## src/rtl/ddr_rd_capture_to_bram_if.sv

```systemverilog
// Bus bundle for ddr_rd_capture_to_bram: the MIG read-data stream in and the BRAM write port out.
// The capture block is the slave; the MIG/BRAM side (or a bench) is the master.
interface ddr_rd_capture_to_bram_if #(
    parameter int APP_DATA_WIDTH  = 64,
    parameter int BRAM_DATA_WIDTH = 32,
    parameter int BRAM_ADDR_WIDTH = 10
);
    logic [APP_DATA_WIDTH-1:0]  app_rd_data;
    logic                       app_rd_data_valid;
    logic                       app_rd_data_end;
    logic                       bram_wr_grant;
    logic                       bram_en;
    logic                       bram_we;
    logic [BRAM_ADDR_WIDTH-1:0] bram_addr;
    logic [BRAM_DATA_WIDTH-1:0] bram_wdata;

    modport slave (
        input  app_rd_data, app_rd_data_valid, app_rd_data_end, bram_wr_grant,
        output bram_en, bram_we, bram_addr, bram_wdata
    );

    modport master (
        output app_rd_data, app_rd_data_valid, app_rd_data_end, bram_wr_grant,
        input  bram_en, bram_we, bram_addr, bram_wdata
    );
endinterface

```

## src/rtl/ddr_rd_capture_to_bram.sv

```systemverilog
// Captures MIG read beats into a small FIFO and writes them to BRAM as slices, low slice first.
// Optional checksum output (XOR of all stored beats) when RD_CAPTURE_CHECKSUM_EN is defined.
module ddr_rd_capture_to_bram #(
    parameter int APP_DATA_WIDTH  = 64,
    parameter int BRAM_DATA_WIDTH = 32,
    parameter int BRAM_ADDR_WIDTH = 10,
    parameter int FIFO_DEPTH      = 16,
    parameter int CNT_WIDTH       = 7
) (
    input  logic                       clk,
    input  logic                       rst_n,
    input  logic                       init_calib_complete,
    input  logic                       capture_en,
    input  logic [BRAM_ADDR_WIDTH-1:0] bram_begin_addr,
    input  logic [CNT_WIDTH-1:0]       beat_count,
    ddr_rd_capture_to_bram_if.slave    bus,
    output logic                       busy,
    output logic                       capture_done,
    output logic                       overflow
`ifdef RD_CAPTURE_CHECKSUM_EN
    ,output logic [APP_DATA_WIDTH-1:0] checksum
`endif
);
    localparam int RATIO   = APP_DATA_WIDTH / BRAM_DATA_WIDTH;
    localparam int SLICE_W = (RATIO > 1) ? $clog2(RATIO) : 1;
    localparam int PTR_W   = (FIFO_DEPTH > 1) ? $clog2(FIFO_DEPTH) : 1;
    localparam logic [SLICE_W-1:0] SLICE_LAST = SLICE_W'(RATIO - 1);
    localparam logic [PTR_W:0]     FIFO_FULL  = (PTR_W + 1)'(FIFO_DEPTH);

    typedef enum logic [1:0] {S_IDLE, S_CAPTURE, S_DRAIN, S_DONE} state_t;

    state_t                     state_q, state_d;
    logic [CNT_WIDTH-1:0]       count_lat_q, count_lat_d;
    logic [CNT_WIDTH-1:0]       beats_rcvd_q, beats_rcvd_d, beats_next;
    logic [BRAM_ADDR_WIDTH-1:0] addr_q, addr_d;
    logic [SLICE_W-1:0]         slice_q, slice_d;
    logic [PTR_W-1:0]           wr_ptr_q, wr_ptr_d, rd_ptr_q, rd_ptr_d;
    logic [PTR_W:0]             fifo_cnt_q, fifo_cnt_d;
    logic                       stg_vld_q, stg_vld_d;
    logic [APP_DATA_WIDTH-1:0]  stg_data_q, stg_data_d;
    logic                       bram_en_q, bram_en_d;
    logic [BRAM_ADDR_WIDTH-1:0] bram_addr_q, bram_addr_d;
    logic [BRAM_DATA_WIDTH-1:0] bram_wdata_q, bram_wdata_d;
    logic                       capture_done_q, capture_done_d;
    logic                       overflow_q, overflow_d;
    logic [APP_DATA_WIDTH-1:0]  fifo_mem_q [FIFO_DEPTH];
    logic [APP_DATA_WIDTH-1:0]  fifo_mem_d [FIFO_DEPTH];
    logic [APP_DATA_WIDTH-1:0]  head;
    logic                       fifo_empty, fifo_full, push, pop, issue;
    logic                       unused_rd_end;
`ifdef RD_CAPTURE_CHECKSUM_EN
    logic [APP_DATA_WIDTH-1:0]  checksum_q, checksum_d;
`endif

    assign unused_rd_end = bus.app_rd_data_end;
    assign fifo_empty    = (fifo_cnt_q == '0);
    assign fifo_full     = (fifo_cnt_q == FIFO_FULL);
    assign head          = fifo_mem_q[rd_ptr_q];
    assign beats_next    = beats_rcvd_q + 1'b1;

    always_comb begin
        state_d        = state_q;
        count_lat_d    = count_lat_q;
        beats_rcvd_d   = beats_rcvd_q;
        addr_d         = addr_q;
        slice_d        = slice_q;
        wr_ptr_d       = wr_ptr_q;
        rd_ptr_d       = rd_ptr_q;
        fifo_cnt_d     = fifo_cnt_q;
        stg_vld_d      = 1'b0;
        stg_data_d     = stg_data_q;
        bram_en_d      = 1'b0;
        bram_addr_d    = bram_addr_q;
        bram_wdata_d   = bram_wdata_q;
        capture_done_d = 1'b0;
        overflow_d     = overflow_q;
        fifo_mem_d     = fifo_mem_q;
        push           = 1'b0;
        pop            = 1'b0;
`ifdef RD_CAPTURE_CHECKSUM_EN
        checksum_d     = checksum_q;
`endif

        // Accepted beats sit one cycle in the staging register before the FIFO.
        if (stg_vld_q) begin
            if (!fifo_full) push = 1'b1;
            else            overflow_d = 1'b1;
        end

        issue = ((state_q == S_CAPTURE) || (state_q == S_DRAIN)) && !fifo_empty && bus.bram_wr_grant;
        if (issue) begin
            bram_en_d    = 1'b1;
            bram_addr_d  = addr_q;
            bram_wdata_d = head[slice_q*BRAM_DATA_WIDTH +: BRAM_DATA_WIDTH];
            addr_d       = addr_q + 1'b1;
            if (slice_q == SLICE_LAST) begin
                slice_d = '0;
                pop     = 1'b1;
            end else begin
                slice_d = slice_q + 1'b1;
            end
        end

        if (push) begin
            fifo_mem_d[wr_ptr_q] = stg_data_q;
            wr_ptr_d             = wr_ptr_q + 1'b1;
`ifdef RD_CAPTURE_CHECKSUM_EN
            checksum_d           = checksum_q ^ stg_data_q;
`endif
        end
        if (pop) rd_ptr_d = rd_ptr_q + 1'b1;
        case ({push, pop})
            2'b10:   fifo_cnt_d = fifo_cnt_q + 1'b1;
            2'b01:   fifo_cnt_d = fifo_cnt_q - 1'b1;
            default: fifo_cnt_d = fifo_cnt_q;
        endcase

        case (state_q)
            S_IDLE: begin
                if (capture_en) begin
                    count_lat_d  = beat_count;
                    addr_d       = bram_begin_addr;
                    beats_rcvd_d = '0;
                    slice_d      = '0;
                    overflow_d   = 1'b0;
`ifdef RD_CAPTURE_CHECKSUM_EN
                    checksum_d   = '0;
`endif
                    state_d      = (beat_count == '0) ? S_DONE : S_CAPTURE;
                end
            end
            S_CAPTURE: begin
                if (bus.app_rd_data_valid) begin
                    stg_vld_d    = 1'b1;
                    stg_data_d   = bus.app_rd_data;
                    beats_rcvd_d = beats_next;
                    if (beats_next == count_lat_q) state_d = S_DRAIN;
                end
            end
            S_DRAIN: begin
                if (bus.app_rd_data_valid) overflow_d = 1'b1;
                if (fifo_empty && (slice_q == '0) && !stg_vld_q && !issue) state_d = S_DONE;
            end
            S_DONE: begin
                if (bus.app_rd_data_valid) overflow_d = 1'b1;
                capture_done_d = 1'b1;
                state_d        = S_IDLE;
            end
            default: state_d = S_IDLE;
        endcase
    end

    always_ff @(posedge clk) begin
        if (!rst_n || !init_calib_complete) begin
            state_q        <= S_IDLE;
            count_lat_q    <= '0;
            beats_rcvd_q   <= '0;
            addr_q         <= '0;
            slice_q        <= '0;
            wr_ptr_q       <= '0;
            rd_ptr_q       <= '0;
            fifo_cnt_q     <= '0;
            stg_vld_q      <= 1'b0;
            stg_data_q     <= '0;
            bram_en_q      <= 1'b0;
            bram_addr_q    <= '0;
            bram_wdata_q   <= '0;
            capture_done_q <= 1'b0;
            overflow_q     <= 1'b0;
`ifdef RD_CAPTURE_CHECKSUM_EN
            checksum_q     <= '0;
`endif
        end else begin
            state_q        <= state_d;
            count_lat_q    <= count_lat_d;
            beats_rcvd_q   <= beats_rcvd_d;
            addr_q         <= addr_d;
            slice_q        <= slice_d;
            wr_ptr_q       <= wr_ptr_d;
            rd_ptr_q       <= rd_ptr_d;
            fifo_cnt_q     <= fifo_cnt_d;
            stg_vld_q      <= stg_vld_d;
            stg_data_q     <= stg_data_d;
            bram_en_q      <= bram_en_d;
            bram_addr_q    <= bram_addr_d;
            bram_wdata_q   <= bram_wdata_d;
            capture_done_q <= capture_done_d;
            overflow_q     <= overflow_d;
`ifdef RD_CAPTURE_CHECKSUM_EN
            checksum_q     <= checksum_d;
`endif
        end
    end

    // Storage needs no reset; validity is tracked by the pointers.
    always_ff @(posedge clk) begin
        fifo_mem_q <= fifo_mem_d;
    end

    assign bus.bram_en    = bram_en_q;
    assign bus.bram_we    = bram_en_q;
    assign bus.bram_addr  = bram_addr_q;
    assign bus.bram_wdata = bram_wdata_q;
    assign busy           = (state_q != S_IDLE);
    assign capture_done   = capture_done_q;
    assign overflow       = overflow_q;
`ifdef RD_CAPTURE_CHECKSUM_EN
    assign checksum       = checksum_q;
`endif
endmodule

```

## src/flat_wrapper.sv

```systemverilog
// flat-port wrapper written by rule: the top's interface ports become plain ports
module ddr_rd_capture_to_bram_flat 
#(
    parameter int APP_DATA_WIDTH  = 64,
    parameter int BRAM_DATA_WIDTH = 32,
    parameter int BRAM_ADDR_WIDTH = 10,
    parameter int FIFO_DEPTH      = 16,
    parameter int CNT_WIDTH       = 7
)
  (clk, rst_n, init_calib_complete, capture_en, bram_begin_addr, beat_count, busy, capture_done, overflow, bus_app_rd_data, bus_app_rd_data_valid, bus_app_rd_data_end, bus_bram_wr_grant, bus_bram_en, bus_bram_we, bus_bram_addr, bus_bram_wdata);
  ddr_rd_capture_to_bram_if #(.APP_DATA_WIDTH(APP_DATA_WIDTH), .BRAM_DATA_WIDTH(BRAM_DATA_WIDTH), .BRAM_ADDR_WIDTH(BRAM_ADDR_WIDTH)) bus_i ();
  input  logic clk;
  input  logic rst_n;
  input  logic init_calib_complete;
  input  logic capture_en;
  input  logic [BRAM_ADDR_WIDTH-1:0] bram_begin_addr;
  input  logic [CNT_WIDTH-1:0] beat_count;
  output logic busy;
  output logic capture_done;
  output logic overflow;
  input wire logic [$bits(bus_i.app_rd_data)-1:0] bus_app_rd_data;
  input wire logic [$bits(bus_i.app_rd_data_valid)-1:0] bus_app_rd_data_valid;
  input wire logic [$bits(bus_i.app_rd_data_end)-1:0] bus_app_rd_data_end;
  input wire logic [$bits(bus_i.bram_wr_grant)-1:0] bus_bram_wr_grant;
  output wire logic [$bits(bus_i.bram_en)-1:0] bus_bram_en;
  output wire logic [$bits(bus_i.bram_we)-1:0] bus_bram_we;
  output wire logic [$bits(bus_i.bram_addr)-1:0] bus_bram_addr;
  output wire logic [$bits(bus_i.bram_wdata)-1:0] bus_bram_wdata;
  assign bus_i.app_rd_data = bus_app_rd_data;
  assign bus_i.app_rd_data_valid = bus_app_rd_data_valid;
  assign bus_i.app_rd_data_end = bus_app_rd_data_end;
  assign bus_i.bram_wr_grant = bus_bram_wr_grant;
  assign bus_bram_en = bus_i.bram_en;
  assign bus_bram_we = bus_i.bram_we;
  assign bus_bram_addr = bus_i.bram_addr;
  assign bus_bram_wdata = bus_i.bram_wdata;
  ddr_rd_capture_to_bram #(.APP_DATA_WIDTH(APP_DATA_WIDTH), .BRAM_DATA_WIDTH(BRAM_DATA_WIDTH), .BRAM_ADDR_WIDTH(BRAM_ADDR_WIDTH), .FIFO_DEPTH(FIFO_DEPTH), .CNT_WIDTH(CNT_WIDTH)) u_core (.clk(clk), .rst_n(rst_n), .init_calib_complete(init_calib_complete), .capture_en(capture_en), .bram_begin_addr(bram_begin_addr), .beat_count(beat_count), .bus(bus_i), .busy(busy), .capture_done(capture_done), .overflow(overflow));
endmodule
```

## config.mk

```make
export PLATFORM = sky130hd
export DESIGN_NAME = ddr_rd_capture_to_bram_flat
export DESIGN_NICKNAME = d
export VERILOG_FILES = /design/src/rtl/ddr_rd_capture_to_bram_if.sv /design/src/rtl/ddr_rd_capture_to_bram.sv /design/src/flat_wrapper.sv
export SDC_FILE = /design/constraint.sdc
export NUM_CORES = 1
export LEC_CHECK = 0
export ABC_AREA = 1
export CAP_MARGIN = 20
export CORE_MARGIN = 2
export CORE_UTILIZATION = 25
export DETAILED_ROUTE_END_ITERATION = 8
export PLACE_DENSITY_LB_ADDON = 0.25
export SYNTH_ARGS = -nofsm -noshare
export SYNTH_HDL_FRONTEND = slang
export SYNTH_SLANG_ARGS = --single-unit
export TNS_END_PERCENT = 100
```

## constraint.sdc

```tcl
create_clock -name clk -period 3.8 [get_ports clk]
set_input_delay 0.76 -clock clk [delete_from_list [all_inputs] [get_ports clk]]
set_output_delay 0.76 -clock clk [all_outputs]
set_load 0.01 [all_outputs]
```

# --- Word-level counts from Yosys, hierarchy flattened ---
# Cells that the tools add are included.
word_totals:
  reg_bits: 1174
  out_inout_bits: 47
classes:
  addsub: 7
  order_cmp: 3
  eq_ne: 11
  shifts: 1
  mux: 35
  bitwise: 4
  reduce_logical: 25
op_table:
  columns: ["op", "n"]
  rows:
  - ["$bwmux W1024", 1]
  - ["$bmux W64 S4", 1]
  - ["$demux W64 S4", 1]
  - ["$mux W64", 3]
  - ["$shiftx A64 B7 Y32", 1]
  - ["$mux W10", 3]
  - ["$mux W1", 15]
  - ["$mux W7", 2]
  - ["$pmux W7 S2", 1]
  - ["$add A10 B1 Y10 const B", 1]
  - ["$ge A5 B5 Y1 const B", 2]
  - ["$mux W2", 5]
  - ["$not A4 Y5", 2]
  - ["$pmux W5 S2", 1]
  - ["$add A4 B1 Y4 const B", 2]
  - ["$ne A2 B2 Y1 const B", 4]
  - ["$pmux W2 S4", 1]
  - ["$add A7 B1 Y7 const B", 1]
  - ["$eq A7 B7 Y1", 1]
  - ["$logic_not A7 Y1", 1]
  - ["$eq A2 B2 Y1 const B", 3]
  - ["$logic_and A1 B1 Y1", 6]
  - ["$reduce_bool A2 Y1", 3]
  - ["$add A5 B1 Y5 const B", 1]
  - ["other kinds (15)", 24]

# --- Logic depth before layout (Yosys ltp) ---
logic_depth:
  ltp_word: 8
  mapped_depth: 20

# --- Worst setup path before layout ---
# Ideal clock, no wire load.
synth_timing:
  path_kind: "reg-to-reg"
  start: "register u_core.fifo_cnt_q[1]"
  end: "register u_core.fifo_mem_q[0] (netlist bit), enable pin"
  t_arrival_ns: 3.639
  t_required_ns: 3.314
  path_slack_ns: -0.325
  stages_incl_launch_ff: 9
  synth_period_minus_slack_ns: 4.125
  path_cell_list: "dfxtp_1 -> nor2_1 -> nand3_1 -> inv_1 -> nand2_1 -> nand2_1 -> inv_1 -> nand2_1 -> nor2_1"
synth_via:
  elab_chain_cells: 3
synth_rtl:
  columns: ["element", "line_no", "text"]
  rows:
  - ["start, declared", "ddr_rd_capture_to_bram.sv:38", "logic [PTR_W:0] fifo_cnt_q, fifo_cnt_d;"]
  - ["start signal, assigned", "ddr_rd_capture_to_bram.sv:181", "fifo_cnt_q <= fifo_cnt_d;"]
  - ["$eq A5 B5 Y1", "ddr_rd_capture_to_bram.sv:57", "assign fifo_full = (fifo_cnt_q == FIFO_FULL);"]
  - ["$mux W1", "ddr_rd_capture_to_bram.sv:86", "if (!fifo_full) push = 1'b1;"]
  - ["$mux W1", "ddr_rd_capture_to_bram.sv:85", "if (stg_vld_q) begin"]
  - ["end signal, assigned", "ddr_rd_capture_to_bram.sv:197", "fifo_mem_q <= fifo_mem_d;"]
  - ["end, declared", "ddr_rd_capture_to_bram.sv:46", "logic [APP_DATA_WIDTH-1:0] fifo_mem_q [FIFO_DEPTH];"]
# No other way between the ends.
# A chain may end at the register's enable or synchronous reset.

# --- Worst setup path in the final report ---
layout_timing:
  start: "register u_core.state_q[0]"
  end: "output port busy"
layout_via:
  elab_chain_cells: 1
layout_rtl:
  columns: ["element", "line_no", "text"]
  rows:
  - ["start, declared", "ddr_rd_capture_to_bram.sv:32", "state_t state_q, state_d;"]
  - ["start signal, assigned", "ddr_rd_capture_to_bram.sv:174", "state_q <= state_d;"]
  - ["$reduce_bool A2 Y1", "ddr_rd_capture_to_bram.sv:204", "assign busy = (state_q != S_IDLE);"]
  - ["end, declared", "flat_wrapper.sv:18", "output logic busy;"]
# No other way between the ends.

==> results.py <==
metrics = {
    "global_routing": {
        "grtUsageTotal": 0.145,
        "grt_pass1_wl_um": 206000,
        "grt_max_degree": 175,
        "antenna_found_initial": 2,
        "overflow": 0,
        "first_global_vias": 29300,
    },
    "place": {
        "pre_cts_slack_ns": 0.557,
        "port_buffers": 133,
        "place.gp.congestion": 0.757,
        "post-dp-hpwl_um": 71000,
    },
    "worst_hold_path": {
        "holdCritPathClass": "reg -> reg",
        "hp-start": "u_core.count_lat_q[2]",
    },
    "worst_setup_path": {
        "cp-endpoint": "busy",
        "path_max_fanout": 4,
        "endpoint_kind": "output pin",
        "rr_startpoint": "u_core.state_q[0]",
        "reg2reg_setup_slack_ns": 0.92,
        "path_class": "reg -> out",
        "r2r_end": "u_core.fifo_cnt_q[4]",
        "r2r_cells": 18,
        "worstPathArrival_ns": 2.14,
        "crit_path_start": "u_core.state_q[0]",
        "required_ns": 3.04,
        "critPathLaunchType": "flop",
    },
    "timing": {
        "setup_ws_ns": 0.902,
        "fin_crit_ns": 2.90,
        "hold_viol_final": 0,
        "rsz0062_at_grt": "false",
        "skew_ns": 0.0248,
        "relSlewSlack": 0.326,
        "worst_pin_slew_ns": 1.01,
        "finalMaxSlewViolations": 0,
        "whs_ns": 0.478,
        "fmax_mhz": 345,
        "setup_viol": 0,
        "fin_crit_sh": 0.763,
    },
    "die": {
        "fp.coreArea_mm2": 0.187,
        "start_util": 0.251,
        "ios": 135,
        "placementRows": 159,
        "die_x_um": 438,
        "dieHeight_um": 438,
        "die_area_mm2": 0.191,
    },
    "clocking": {
        "clockBufferDepth": 3,
        "worstSkewPairLatency_ns": 0.77,
        "cts-root-buf": "clkbuf_16",
        "post_cts.repair.setup_buffers": 0,
        "cts_tree": "built",
        "htreeDepth": 4,
        "clkTransAtPathRegs_ns": 0.06,
        "numClockSinks": 1174,
        "postCtsResizedCells": 0,
        "cts_hold_buf": 0,
        "cts_buffers": 135,
    },
    "layout": {
        "areaGrowthSynthToFinish_pct": 17.8,
        "final_layout_size_suffix_gt1_frac": 0.0697,
        "final_nets": 4227,
        "n_antenna_cell": 0,
        "utilization": 0.296,
    },
    "logic_synthesis": {
        "async_flop_share": 0,
        "synthCells": 4038,
        "synth.area.top_cells": "edfxtp_1 (65%), nand2_1 (6.5%), dfxtp_1 (6.4%)",
        "synth-edff-count": 1024,
        "ys_seq_area_frac": 0.718,
        "synthFlopType": "edfxtp_1",
        "ys_types": 35,
        "synth-warning-count": 0,
        "synth_area_per_cell_um2": 11.6,
        "synth.largest_area_cell": "edfxtp_1",
        "synth_area_mm2": 0.0470,
        "yosysTopAreaCellShare": 0.654,
        "synth_nets": 4142,
        "synth-seq-cells": 1174,
    },
    "routing": {
        "drtIter0Drc": 2608,
        "wl_um": 142000,
        "wire_per_inst_um": 21.1,
        "ant_nets": 0,
        "vias_per_cell": 4.55,
        "num_vias": 30600,
        "drc": 0,
        "firstDrtPassIters": 5,
    },
    "pwr": {
        "leakage_nw": 19.8,
        "ir_worst_vdd_v": 0.000452,
        "power_density_mw_per_mm2": 488,
    },
    "job": {
        "drv_cap": 0,
    },
    "status": {
        "status": "finished clean",
    },
}
==> report_power, final <==
group / leakage (nW) / switching, mW / internal (mW) / total [mW]
clock network: 2.09 / 5.35 / 7.35 / 12.7
logic: 6.05 / 0.185 / 0.142 / 0.327
registers: 11.6 / 0.0804 / 13.9 / 14.0
total: 19.8 / 5.62 / 21.4 / 27.0
==> sequential cells by signal (all words and copies together), names as in the netlist <==
signal and flops:
u_core.fifo_cnt_q 5, u_core.count_lat_q 7, u_core.stg_data_q 64, u_core.fifo_mem_q 1024, u_core.addr_q 10, u_core.state_q 2
u_core.bus.bram_addr 10, u_core.capture_done 1, u_core.stg_vld_q 1, u_core.bus.bram_wdata 32, u_core.wr_ptr_q 4, u_core.beats_rcvd_q 7
u_core.rd_ptr_q 4, u_core.slice_q 1, u_core.overflow 1, u_core.bus.bram_en 1
==> metrics by stage <==
| step | TNS [ns] | cells | power (mW) | cell area [um2] |
|---|---|---|---|---|
| floorplan | -206.30 | 4038 | 14.4 | 47000 |
| global placement | 0 | 6481 | 14.6 | 51000 |
| detailed placement | 0 | 6481 | 14.6 | 51000 |
| CTS | 0 | 6728 | 27.3 | 55400 |
| global route | 0 | 6728 | 27.9 | 55400 |
| finish | 0 | 6728 | 27.0 | 55400 |
==> per-layer routing <==
metal	routed length [um]	track usage	up-vias
li1	-	-	14400
met1	63800	0.195	15200
met2	68900	0.246	737
met3	6570	0.0207	188
met4	2890	0.0376	0
met5	0	0	-
==> critical path, cell delays in order, from the launching register on <==
cell,delay [ns]
dfxtp_1,0.38
inv_1,0.09
ha_1,0.25
inv_1,0.12
clkdlybuf4s50_1,0.55
==> logic make-up (layout without fill, tap and decap cells) <==
logic type      Yosys count  count (layout)  share of synthesized area
simple gates           1691            1691                      0.148
buf+inv                 391             586                     0.0442
fa+ha+maj                16              16                    0.00426
compound gates          755             755                     0.0835
xor+xnor                 11              11                    0.00205
flops                  1174            1174                      0.718
==> layout by cell type (no fill, tap or decap), types with 5 or more instances in the layout <==
cell type,synthesis,routed
buf_4,46,42
clkbuf_1,83,41
ha_1,16,16
dfxtp_1,150,145
clkbuf_16,0,137
inv_6,0,6
o21ai_0,363,363
edfxtp_1,1024,1024
inv_1,125,121
buf_12,1,35
a21oi_1,197,197
xor2_1,10,10
nor2_4,0,16
nand2_1,814,813
o22ai_1,96,96
nor2_1,417,401
nor4_1,5,5
o21ai_1,89,89
clkinv_1,0,22
clkdlybuf4s50_1,0,133
clkbuf_8,0,9
bufinv_16,0,7
nand3_1,445,445
clkinv_2,1,19
==> cells in the mapped netlist (73+ instances only) <==
master and count:
edfxtp_1 1024, o22ai_1 96, nor2_1 417, dfxtp_1 150
a21oi_1 197, nand2_1 814, o21ai_1 89, o21ai_0 363
nand3_1 445, buf_2 73, clkbuf_1 83, inv_1 125
==> worst min path at each step <==
| stage | end | slack [ns] | depth (start not counted) |
|---|---|---|---|
| after global routing | u_core.count_lat_q[4] | 0.50 | 2 |
| final | u_core.count_lat_q[2] | 0.48 | 2 |
| after global placement | u_core.overflow | 0.46 | 2 |
| after detailed placement | u_core.beats_rcvd_q[4] | 0.47 | 2 |
| after CTS | u_core.beats_rcvd_q[4] | 0.48 | 2 |
| after floorplan | u_core.count_lat_q[4] | 0.44 | 2 |
==> area by class of cell <==
cell class / count / area [um2]
clock inverter: 60 / 609
inverter: 129 / 513
clock buffer: 187 / 3710
sequential: 1174 / 33800
tap: 2495 / 3120
timing repair buffer: 210 / 2350
fill: 19100 / 132000
multi-input combinational: 2473 / 11300
Power figures use the tool's default switching activity.
